<file path="src/rtl/mole_if.sv">
// Signal bundle between the game controller and the mole scheduler.
// Handshake: there is no valid/ready pair here. Every input is sampled on
// each rising clk edge; tick and btn_hit bits are single-cycle pulses, and
// hit/miss/wrong pulses are single-cycle, registered strobes.
interface mole_if;
    logic       enable;
    logic       tick;
    logic [1:0] difficulty_level;
    logic [7:0] btn_hit;
    logic [7:0] mole_leds;
    logic [2:0] active_idx;
    logic       hit_pulse;
    logic       miss_pulse;
    logic       wrong_pulse;

    modport master (
        output enable, tick, difficulty_level, btn_hit,
        input  mole_leds, active_idx, hit_pulse, miss_pulse, wrong_pulse
    );

    modport slave (
        input  enable, tick, difficulty_level, btn_hit,
        output mole_leds, active_idx, hit_pulse, miss_pulse, wrong_pulse
    );
endinterface

</file>
<file path="src/rtl/mole_scheduler.sv">
// Whack-a-mole mole sequencer: GAP (all off) -> UP (one mole lit) -> FLASH
// on hit, back to GAP. One 8-bit down-counter times every dwell in ticks.
// All outputs are registered; dbg_state exposes the FSM state.
module mole_scheduler #(
    parameter logic [15:0] LFSR_SEED   = 16'hACE1,
    parameter logic [7:0]  UP_T0       = 8'd40,
    parameter logic [7:0]  UP_T1       = 8'd25,
    parameter logic [7:0]  UP_T2       = 8'd15,
    parameter logic [7:0]  UP_T3       = 8'd8,
    parameter logic [7:0]  GAP_TICKS   = 8'd10,
    parameter logic [7:0]  FLASH_TICKS = 8'd5
) (
    input  logic       clk,
    input  logic       rst_n,
    mole_if.slave      bus,
    output logic [1:0] dbg_state
);

    typedef enum logic [1:0] {
        S_IDLE  = 2'd0,
        S_GAP   = 2'd1,
        S_UP    = 2'd2,
        S_FLASH = 2'd3
    } state_t;

    state_t      state_q, state_d;
    logic [7:0]  cnt_q, cnt_d;
    logic [15:0] lfsr_q, lfsr_d;
    logic [2:0]  idx_q, idx_d;
    logic [7:0]  leds_q, leds_d;
    logic        hit_q, hit_d;
    logic        miss_q, miss_d;
    logic        wrong_q, wrong_d;

    logic        dwell_end;
    logic [7:0]  cnt_dec;
    logic [7:0]  up_t_sel;
    logic [2:0]  new_idx;
    logic [7:0]  idx_mask;
    logic        own_hit;
    logic        other_hit;

    // Next-state, counter, LFSR and registered-output computation.
    always_comb begin
        state_d = state_q;
        cnt_d   = cnt_q;
        idx_d   = idx_q;
        hit_d   = 1'b0;
        miss_d  = 1'b0;
        wrong_d = 1'b0;
        leds_d  = 8'h00;

        // LFSR free-runs every cycle regardless of state or enable.
        lfsr_d = {lfsr_q[14:0], lfsr_q[15] ^ lfsr_q[13] ^ lfsr_q[12] ^ lfsr_q[10]};

        // A dwell of N ticks ends on the tick that finds the counter at 1.
        dwell_end = bus.tick && (cnt_q == 8'd1);
        cnt_dec   = (bus.tick && (cnt_q > 8'd1)) ? cnt_q - 8'd1 : cnt_q;

        case (bus.difficulty_level)
            2'd0:    up_t_sel = UP_T0;
            2'd1:    up_t_sel = UP_T1;
            2'd2:    up_t_sel = UP_T2;
            default: up_t_sel = UP_T3;
        endcase

        // Bump by one (mod 8) so the same mole never shows twice in a row.
        new_idx = (lfsr_q[2:0] == idx_q) ? lfsr_q[2:0] + 3'd1 : lfsr_q[2:0];

        idx_mask  = 8'd1 << idx_q;
        own_hit   = |(bus.btn_hit & idx_mask);
        other_hit = |(bus.btn_hit & ~idx_mask);

        if (!bus.enable) begin
            state_d = S_IDLE;
            cnt_d   = 8'd0;
        end else begin
            case (state_q)
                S_IDLE: begin
                    state_d = S_GAP;
                    cnt_d   = GAP_TICKS;
                end
                S_GAP: begin
                    if (dwell_end) begin
                        state_d = S_UP;
                        cnt_d   = up_t_sel;
                        idx_d   = new_idx;
                    end else begin
                        cnt_d = cnt_dec;
                    end
                end
                S_UP: begin
                    if (own_hit) begin
                        hit_d   = 1'b1;
                        state_d = S_FLASH;
                        cnt_d   = FLASH_TICKS;
                    end else if (other_hit) begin
                        // Wrong press keeps the mole up; the timer keeps running.
                        wrong_d = 1'b1;
                        cnt_d   = cnt_dec;
                    end else if (dwell_end) begin
                        miss_d  = 1'b1;
                        state_d = S_GAP;
                        cnt_d   = GAP_TICKS;
                    end else begin
                        cnt_d = cnt_dec;
                    end
                end
                S_FLASH: begin
                    if (dwell_end) begin
                        state_d = S_GAP;
                        cnt_d   = GAP_TICKS;
                    end else begin
                        cnt_d = cnt_dec;
                    end
                end
                default: begin
                    state_d = S_IDLE;
                    cnt_d   = 8'd0;
                end
            endcase
        end

        // LEDs follow the state being entered so they line up with it.
        case (state_d)
            S_UP:    leds_d = 8'd1 << idx_d;
            S_FLASH: leds_d = 8'hFF;
            default: leds_d = 8'h00;
        endcase
    end

    // State and output registers with synchronous active-low reset.
    always_ff @(posedge clk) begin
        if (!rst_n) begin
            state_q <= S_IDLE;
            cnt_q   <= 8'd0;
            lfsr_q  <= LFSR_SEED;
            idx_q   <= 3'd0;
            leds_q  <= 8'h00;
            hit_q   <= 1'b0;
            miss_q  <= 1'b0;
            wrong_q <= 1'b0;
        end else begin
            state_q <= state_d;
            cnt_q   <= cnt_d;
            lfsr_q  <= lfsr_d;
            idx_q   <= idx_d;
            leds_q  <= leds_d;
            hit_q   <= hit_d;
            miss_q  <= miss_d;
            wrong_q <= wrong_d;
        end
    end

    assign bus.mole_leds   = leds_q;
    assign bus.active_idx  = idx_q;
    assign bus.hit_pulse   = hit_q;
    assign bus.miss_pulse  = miss_q;
    assign bus.wrong_pulse = wrong_q;
    assign dbg_state       = state_q;

endmodule
</file>
<file path="src/flat_wrapper.sv">
// flat-port wrapper written by rule: the top's interface ports become plain ports
module mole_scheduler_flat 
#(
    parameter logic [15:0] LFSR_SEED   = 16'hACE1,
    parameter logic [7:0]  UP_T0       = 8'd40,
    parameter logic [7:0]  UP_T1       = 8'd25,
    parameter logic [7:0]  UP_T2       = 8'd15,
    parameter logic [7:0]  UP_T3       = 8'd8,
    parameter logic [7:0]  GAP_TICKS   = 8'd10,
    parameter logic [7:0]  FLASH_TICKS = 8'd5
)
  (clk, rst_n, dbg_state, bus_enable, bus_tick, bus_difficulty_level, bus_btn_hit, bus_mole_leds, bus_active_idx, bus_hit_pulse, bus_miss_pulse, bus_wrong_pulse);
  mole_if bus_i ();
  input  logic clk;
  input  logic rst_n;
  output logic [1:0] dbg_state;
  input wire logic [$bits(bus_i.enable)-1:0] bus_enable;
  input wire logic [$bits(bus_i.tick)-1:0] bus_tick;
  input wire logic [$bits(bus_i.difficulty_level)-1:0] bus_difficulty_level;
  input wire logic [$bits(bus_i.btn_hit)-1:0] bus_btn_hit;
  output wire logic [$bits(bus_i.mole_leds)-1:0] bus_mole_leds;
  output wire logic [$bits(bus_i.active_idx)-1:0] bus_active_idx;
  output wire logic [$bits(bus_i.hit_pulse)-1:0] bus_hit_pulse;
  output wire logic [$bits(bus_i.miss_pulse)-1:0] bus_miss_pulse;
  output wire logic [$bits(bus_i.wrong_pulse)-1:0] bus_wrong_pulse;
  assign bus_i.enable = bus_enable;
  assign bus_i.tick = bus_tick;
  assign bus_i.difficulty_level = bus_difficulty_level;
  assign bus_i.btn_hit = bus_btn_hit;
  assign bus_mole_leds = bus_i.mole_leds;
  assign bus_active_idx = bus_i.active_idx;
  assign bus_hit_pulse = bus_i.hit_pulse;
  assign bus_miss_pulse = bus_i.miss_pulse;
  assign bus_wrong_pulse = bus_i.wrong_pulse;
  mole_scheduler #(.LFSR_SEED(LFSR_SEED), .UP_T0(UP_T0), .UP_T1(UP_T1), .UP_T2(UP_T2), .UP_T3(UP_T3), .GAP_TICKS(GAP_TICKS), .FLASH_TICKS(FLASH_TICKS)) u_core (.clk(clk), .rst_n(rst_n), .bus(bus_i), .dbg_state(dbg_state));
endmodule
</file>
<file path="config.mk">
export PLATFORM = sky130hd
export DESIGN_NAME = mole_scheduler_flat
export DESIGN_NICKNAME = d
export VERILOG_FILES = /design/src/rtl/mole_if.sv /design/src/rtl/mole_scheduler.sv /design/src/flat_wrapper.sv
export SDC_FILE = /design/constraint.sdc
export NUM_CORES = 1
export LEC_CHECK = 0
export BUFFER_PORTS_ARGS = -buffer_cell sky130_fd_sc_hd__buf_2
export CORE_MARGIN = 2
export CORE_UTILIZATION = 50
export CTS_BUF_LIST = sky130_fd_sc_hd__clkbuf_2 sky130_fd_sc_hd__clkbuf_4 sky130_fd_sc_hd__clkbuf_8
export DETAILED_ROUTE_END_ITERATION = 8
export GPL_ROUTABILITY_DRIVEN = 1
export PLACE_DENSITY = 0.71
export SETUP_SLACK_MARGIN = 0.02
export SLEW_MARGIN = 20
export SYNTH_ARGS = -nofsm -noshare
export SYNTH_HDL_FRONTEND = slang
export SYNTH_SLANG_ARGS = --single-unit
</file>
<file path="constraint.sdc">
create_clock -name clk -period 2.8 [get_ports clk]
set_clock_uncertainty 0.2 [all_clocks]
set_input_delay 0.56 -clock clk [delete_from_list [all_inputs] [get_ports clk]]
set_output_delay 0.56 -clock clk [all_outputs]
set_load 0.005 [all_outputs]
</file>
== After elaboration in Yosys (flattened, before gate mapping) ==
Index checks and enable logic that the tools add are counted.

* Register bits: 40
* Input bits: 14
* Output and inout port bits: 16

* Add/subtract/negate cells: 2
* Equal/unequal tests: 9
* Shift operators: 2
* Bitwise operators: 9
* Order comparisons: 1
* Reduce and logical (&&, ||, !) cells: 10
* Muxes and demuxes: 21

{| class="wikitable"
|+ Operator list
! kind !! count
|-
| $mux W8 || 5
|-
| $pmux W8 S4 || 1
|-
| $reduce_or A19 Y1 || 1
|-
| $pmux W6 S3 || 1
|-
| $and A8 B8 Y8 || 2
|-
| $pmux W8 S2 || 1
|-
| $reduce_or A8 Y1 || 2
|-
| $shl A1 B3 Y8 const A || 2
|-
| $mux W3 || 4
|-
| $reduce_or A11 Y1 || 1
|-
| $eq A2 B2 Y1 const B || 5
|-
| $mux W2 || 5
|-
| $eq A8 B1 Y1 const B || 1
|-
| $gt A8 B1 Y1 const B || 1
|-
| $not A8 Y8 || 1
|-
| $pmux W2 S4 || 1
|-
| $sub A8 B1 Y8 const B || 1
|-
| $eq A2 B1 Y1 const B || 2
|-
| $logic_not A2 Y1 || 2
|-
| $add A3 B1 Y3 const B || 1
|-
| $eq A3 B3 Y1 || 1
|-
| $mux W1 || 3
|-
| $not A1 Y1 || 3
|-
| $reduce_and A3 Y1 || 1
|-
| 3 further kinds || 6
|}

== Logic depth before layout (Yosys ltp) ==
* Depth in word-level cells: 10
* Mapped depth: 9

== Least setup slack after synthesis ==
Ideal clock, no wire load.

* Path kind: in2reg
* Start point: input port bus_btn_hit[5]
* End point: register u_core.leds_q[2] (netlist: u_core.bus.mole_leds[2])
* Path slack: 520 ps
* Data arrival time: 2010 ps
* Data required time: 2530 ps
* Stages: 6
* Cell sequence: nor4bb_1 -> nor3_1 -> or4_1 -> o21ai_0 -> nand3_1 -> a21oi_1

* Cells in the longest elaborated chain, start to end: 8
* Elaborated cells on any way between the ends: 11
* Classes of those cells: eq/ne: 2; mux: 5; bitwise: 2; reduce/logical: 2

{| class="wikitable"
|+ RTL lines
! item !! line !! RTL
|-
| start: declaration || flat_wrapper.sv:20 || <nowiki>input wire logic [$bits(bus_i.btn_hit)-1:0] bus_btn_hit;</nowiki>
|-
| $and A8 B8 Y8 || mole_scheduler.sv:72 || <nowiki>other_hit = |(bus.btn_hit & ~idx_mask);</nowiki>
|-
| $reduce_or A8 Y1 || mole_scheduler.sv:72 ||
|-
| $mux W2 || mole_scheduler.sv:97 || <nowiki>end else if (other_hit) begin</nowiki>
|-
| $mux W2 * || mole_scheduler.sv:93 || <nowiki>if (own_hit) begin</nowiki>
|-
| $pmux W2 S4 * || mole_scheduler.sv:78 || <nowiki>case (state_q)</nowiki>
|-
| $mux W2 * || mole_scheduler.sv:74 || <nowiki>if (!bus.enable) begin</nowiki>
|-
| $eq A2 B2 Y1 || mole_scheduler.sv:125 || <nowiki>case (state_d)</nowiki>
|-
| $pmux W8 S2 * || mole_scheduler.sv:125 ||
|-
| end signal: assignment || mole_scheduler.sv:148 || <nowiki>leds_q <= leds_d;</nowiki>
|-
| end: declaration || mole_scheduler.sv:30 || <nowiki>logic [7:0] leds_q, leds_d;</nowiki>
|}

Every way passes the cells marked *; elsewhere a longest branch is shown, timed or not.
A chain may end at the register's enable or synchronous reset.

== Worst setup path after layout ==
* Start point: register u_core.idx_q[2] (netlist: u_core.bus.active_idx[2])
* End point: register u_core.leds_q[5] (netlist: u_core.bus.mole_leds[5])

* Cells in the longest elaborated chain, start to end: 10
* Elaborated cells on any way between the ends: 19
* Classes of those cells: eq/ne: 3; shift: 2; mux: 9; bitwise: 3; reduce/logical: 2

{| class="wikitable"
|+ RTL lines
! item !! line !! RTL
|-
| start: declaration || mole_scheduler.sv:29 || <nowiki>logic [2:0] idx_q, idx_d;</nowiki>
|-
| start signal: assignment || mole_scheduler.sv:147 || <nowiki>idx_q <= idx_d;</nowiki>
|-
| $shl A1 B3 Y8 || mole_scheduler.sv:70 || <nowiki>idx_mask = 8'd1 << idx_q;</nowiki>
|-
| $not A8 Y8 || mole_scheduler.sv:72 ||
|-
| $and A8 B8 Y8 || mole_scheduler.sv:72 ||
|-
| $reduce_or A8 Y1 || mole_scheduler.sv:72 ||
|-
| $mux W2 || mole_scheduler.sv:97 ||
|-
| $mux W2 || mole_scheduler.sv:93 ||
|-
| $pmux W2 S4 || mole_scheduler.sv:78 ||
|-
| $mux W2 || mole_scheduler.sv:74 ||
|-
| $eq A2 B2 Y1 || mole_scheduler.sv:125 ||
|-
| $pmux W8 S2 * || mole_scheduler.sv:125 ||
|}

Marks and branches as above.

==> results.md <==
* Power Total at 1.20 mW
* CTS tree: done
* GR Overflow Total at 0
* Slew HR at 0.663
* Post-synth top flop: dfxtp_1
* Setup ws final at approximately 0.24 ns
* Gr usage total at 0.199
* Synth Instances at 231
* Post-synth top area cell: dfxtp_1
* Die width at 67.5 um
* Final Hold Fails at 0
* Period utilization at 0.914
* Vias in the first global route at around 1500
* Worst Hold Class: reg2reg
* Seq cells post-synth at 40
* Final antenna-violating net count at 0
* Final setup vio count at 0
* Fin crit period at 2.56 ns
* Pre-CTS WS at 0.129 ns
* Max Cap Viol at 0
* HPWL after DPL at about 3000 um
* Power Density at 519 mW/mm2
* Req. time, crit path at roughly 2.8 ns
* Wire length per cell at 13.3 um
* Area grow syn2layout at 14.8%
* Routability cong. at 0.884
* Worst Setup SP: u_core.bus.active_idx[2]
* Setup TNS at 0 ns
* Internal reg-to-reg setup slack at around 0.24 ns
* WS Path Type: reg2reg
* I/O pins at 30
* Post-Route WL at ~4200 um
* Yosys warnings at 0
* Post-Syn Area per Cell at ~8.7 um2
* Worst Setup Start Kind: register
* Syn Nets at about 250
* Mapped cell area at just over 0.002 mm2
* Die ar. at between 0.004 and 0.005 mm2
* Crit path arrival time at 2.59 ns
* First-pass GRT wire length at between 6000 and 7000 um
* Top cells by area, synth: dfxtp_1 40%, nand2_1 4.1%, nor2_1 4.1%, xnor2_1 3.9%, ha_1 3.7%
* Post-synthesis sequential area ratio at 0.398
* Crit-path max FO at 9
* Vias/cell at approximately 5.3
* RSZ-0062 raised after global routing: no
* CTS Sinks at 40
* Commonest non-fill, non-tap cell in the layout: dfxtp_1
* Post-cts hold buffer count at 0
* Fin util at 0.587
* Netlist cell types at between 40 and 50
* Num CTS Buffers at 5
* Most frequent cells in the layout: 39 x dfxtp_1, 29 x buf_2, 22 x nand2_1, 22 x nor2_1, 14 x a21oi_1
* Worst slew pin tran at between 0.5 and 0.6 ns
* Core area at 0.00394 mm2
* WHS Path Cells at 1
* FF-to-FF End: u_core.bus.mole_leds[5]
* Final Max Tran Viols at 0
* DRC viols at 0
* Hold Slack at between 0.2 and 0.25 ns
* Placement Rows at 23
* CTS root buffer: clkbuf_8
* Post-synthesis async set-or-reset flop share at 0
* Static leakage at 0.978 nW
* Max clock buf depth at 2
* Post-synth EDFFs at 0
* FMAX at between 0.3 and 0.4 GHz
* Critical R2R Launch: u_core.bus.active_idx[2]
* H-tree depth at 2
* Clock Pin Slew Worst Setup and Hold Paths at roughly 0.080 ns
* Worst skew pair latency at about 0.30 ns
* Largest net degree at the start of global routing at 21
* Share of layout cells above drive strength 1 at 0.209
* Via count at 1672
* Hold EP: u_core.lfsr_q[6]
* Status: finished, final reports clean
* Endpoint class of the critical path: register
* Number of port buffers at 29
* Drt pass-1 iters at 4
* Antenna diodes at 0
* Initial antenna violation count at 0
* R2R cell count at 7
* Initial Utilization at 0.511
* Final Net Count at 282
* Top cell type's share of synthesized area at 0.398
* Die Ht at roughly 67 um
* Peak VDD IR at ~340 uV
* DRT iter0 DRCs at between 100 and 150
* Hold_sp: u_core.lfsr_q[5]
## metal layers
metal	GRT usage	vias to the layer above	routed length (um)
li1	-	867	-
met1	0.247	758	1930
met2	0.316	43	1960
met3	0.0617	4	222
met4	0.0918	0	50
met5	0	-	0
## where the power goes
group	total (mW)	internal, mW	switching [mW]
registers	0.602	0.587	0.0141
clock network	0.483	0.268	0.215
logic	0.115	0.0524	0.0629
## sequential cells by signal, summed over array words and instances (netlist names)
register / count
u_core.lfsr_q: 16
u_core.bus.mole_leds: 8
u_core.cnt_q: 8
u_core.bus.active_idx: 3
u_core.dbg_state: 2
u_core.bus.hit_pulse: 1
u_core.bus.miss_pulse: 1
u_core.bus.wrong_pulse: 1
## repair_timing
item | CTS | global route
setup endpoints to repair | 0 | 9
setup buffers | 0 | 0
gates resized for setup | 0 | 2
## worst max path at each step
stage | end | slack (ns) | cells after the start
floorplan | u_core.bus.mole_leds[2] | 0.52 | 6
global placement | u_core.bus.mole_leds[3] | 0.23 | 7
detailed placement | u_core.bus.mole_leds[7] | 0.13 | 7
CTS | u_core.bus.mole_leds[5] | 0.21 | 6
global route | u_core.bus.mole_leds[7] | 0.03 | 7
finish | u_core.bus.mole_leds[5] | 0.24 | 7
## critical path, stage by stage, from the launching register on
cell and delay (ns):
dfxtp_1 0.39, buf_4 0.19, nor4_1 0.22, a311oi_1 0.10, or4_1 0.61, o21ai_0 0.33
nand3_2 0.25, a21oi_1 0.20
## logic make-up (layout without fill, tap and decap cells)
group,count (synthesis),count (layout),share of synthesized area
multiplexers,5,5,0.0255
buffers and inverters,20,52,0.0559
AO/OA/AOI/OAI,42,42,0.137
AND/OR/NAND/NOR,104,104,0.286
adder cells (fa/ha/maj),6,6,0.0373
XOR/XNOR,14,14,0.0609
flip-flops,40,40,0.398
## synthesized netlist by cell type (all sizes together), types with 3 or more instances
library cell  count
dfxtp            40
nand2            22
nor2             22
a21oi            14
buf              10
and2              9
xnor2             9
inv               8
nand2b            8
nand3b            7
nor3              7
o21ai             7
ha                6
a31o              5
nand3             5
nor4              5
xor2              5
mux2i             4
or3               4
a31oi             3
nor3b             3
nor4b             3
or2               3
## stage by stage
step,cells,cell area (um2)
after floorplan,231,2010
after global placement,305,2190
after detailed placement,305,2190
after CTS,313,2310
after global routing,313,2310
final,313,2310
## final cells by class
cell class,count,area [um2]
clock buffer,5,68.8
fill,349,1630
inverter,8,30.0
multi-input combinational,171,1110
clock inverter,3,46.3
sequential,40,802
timing repair buffer,36,198
tap,50,62.6
(Power assumes the default switching activity.)
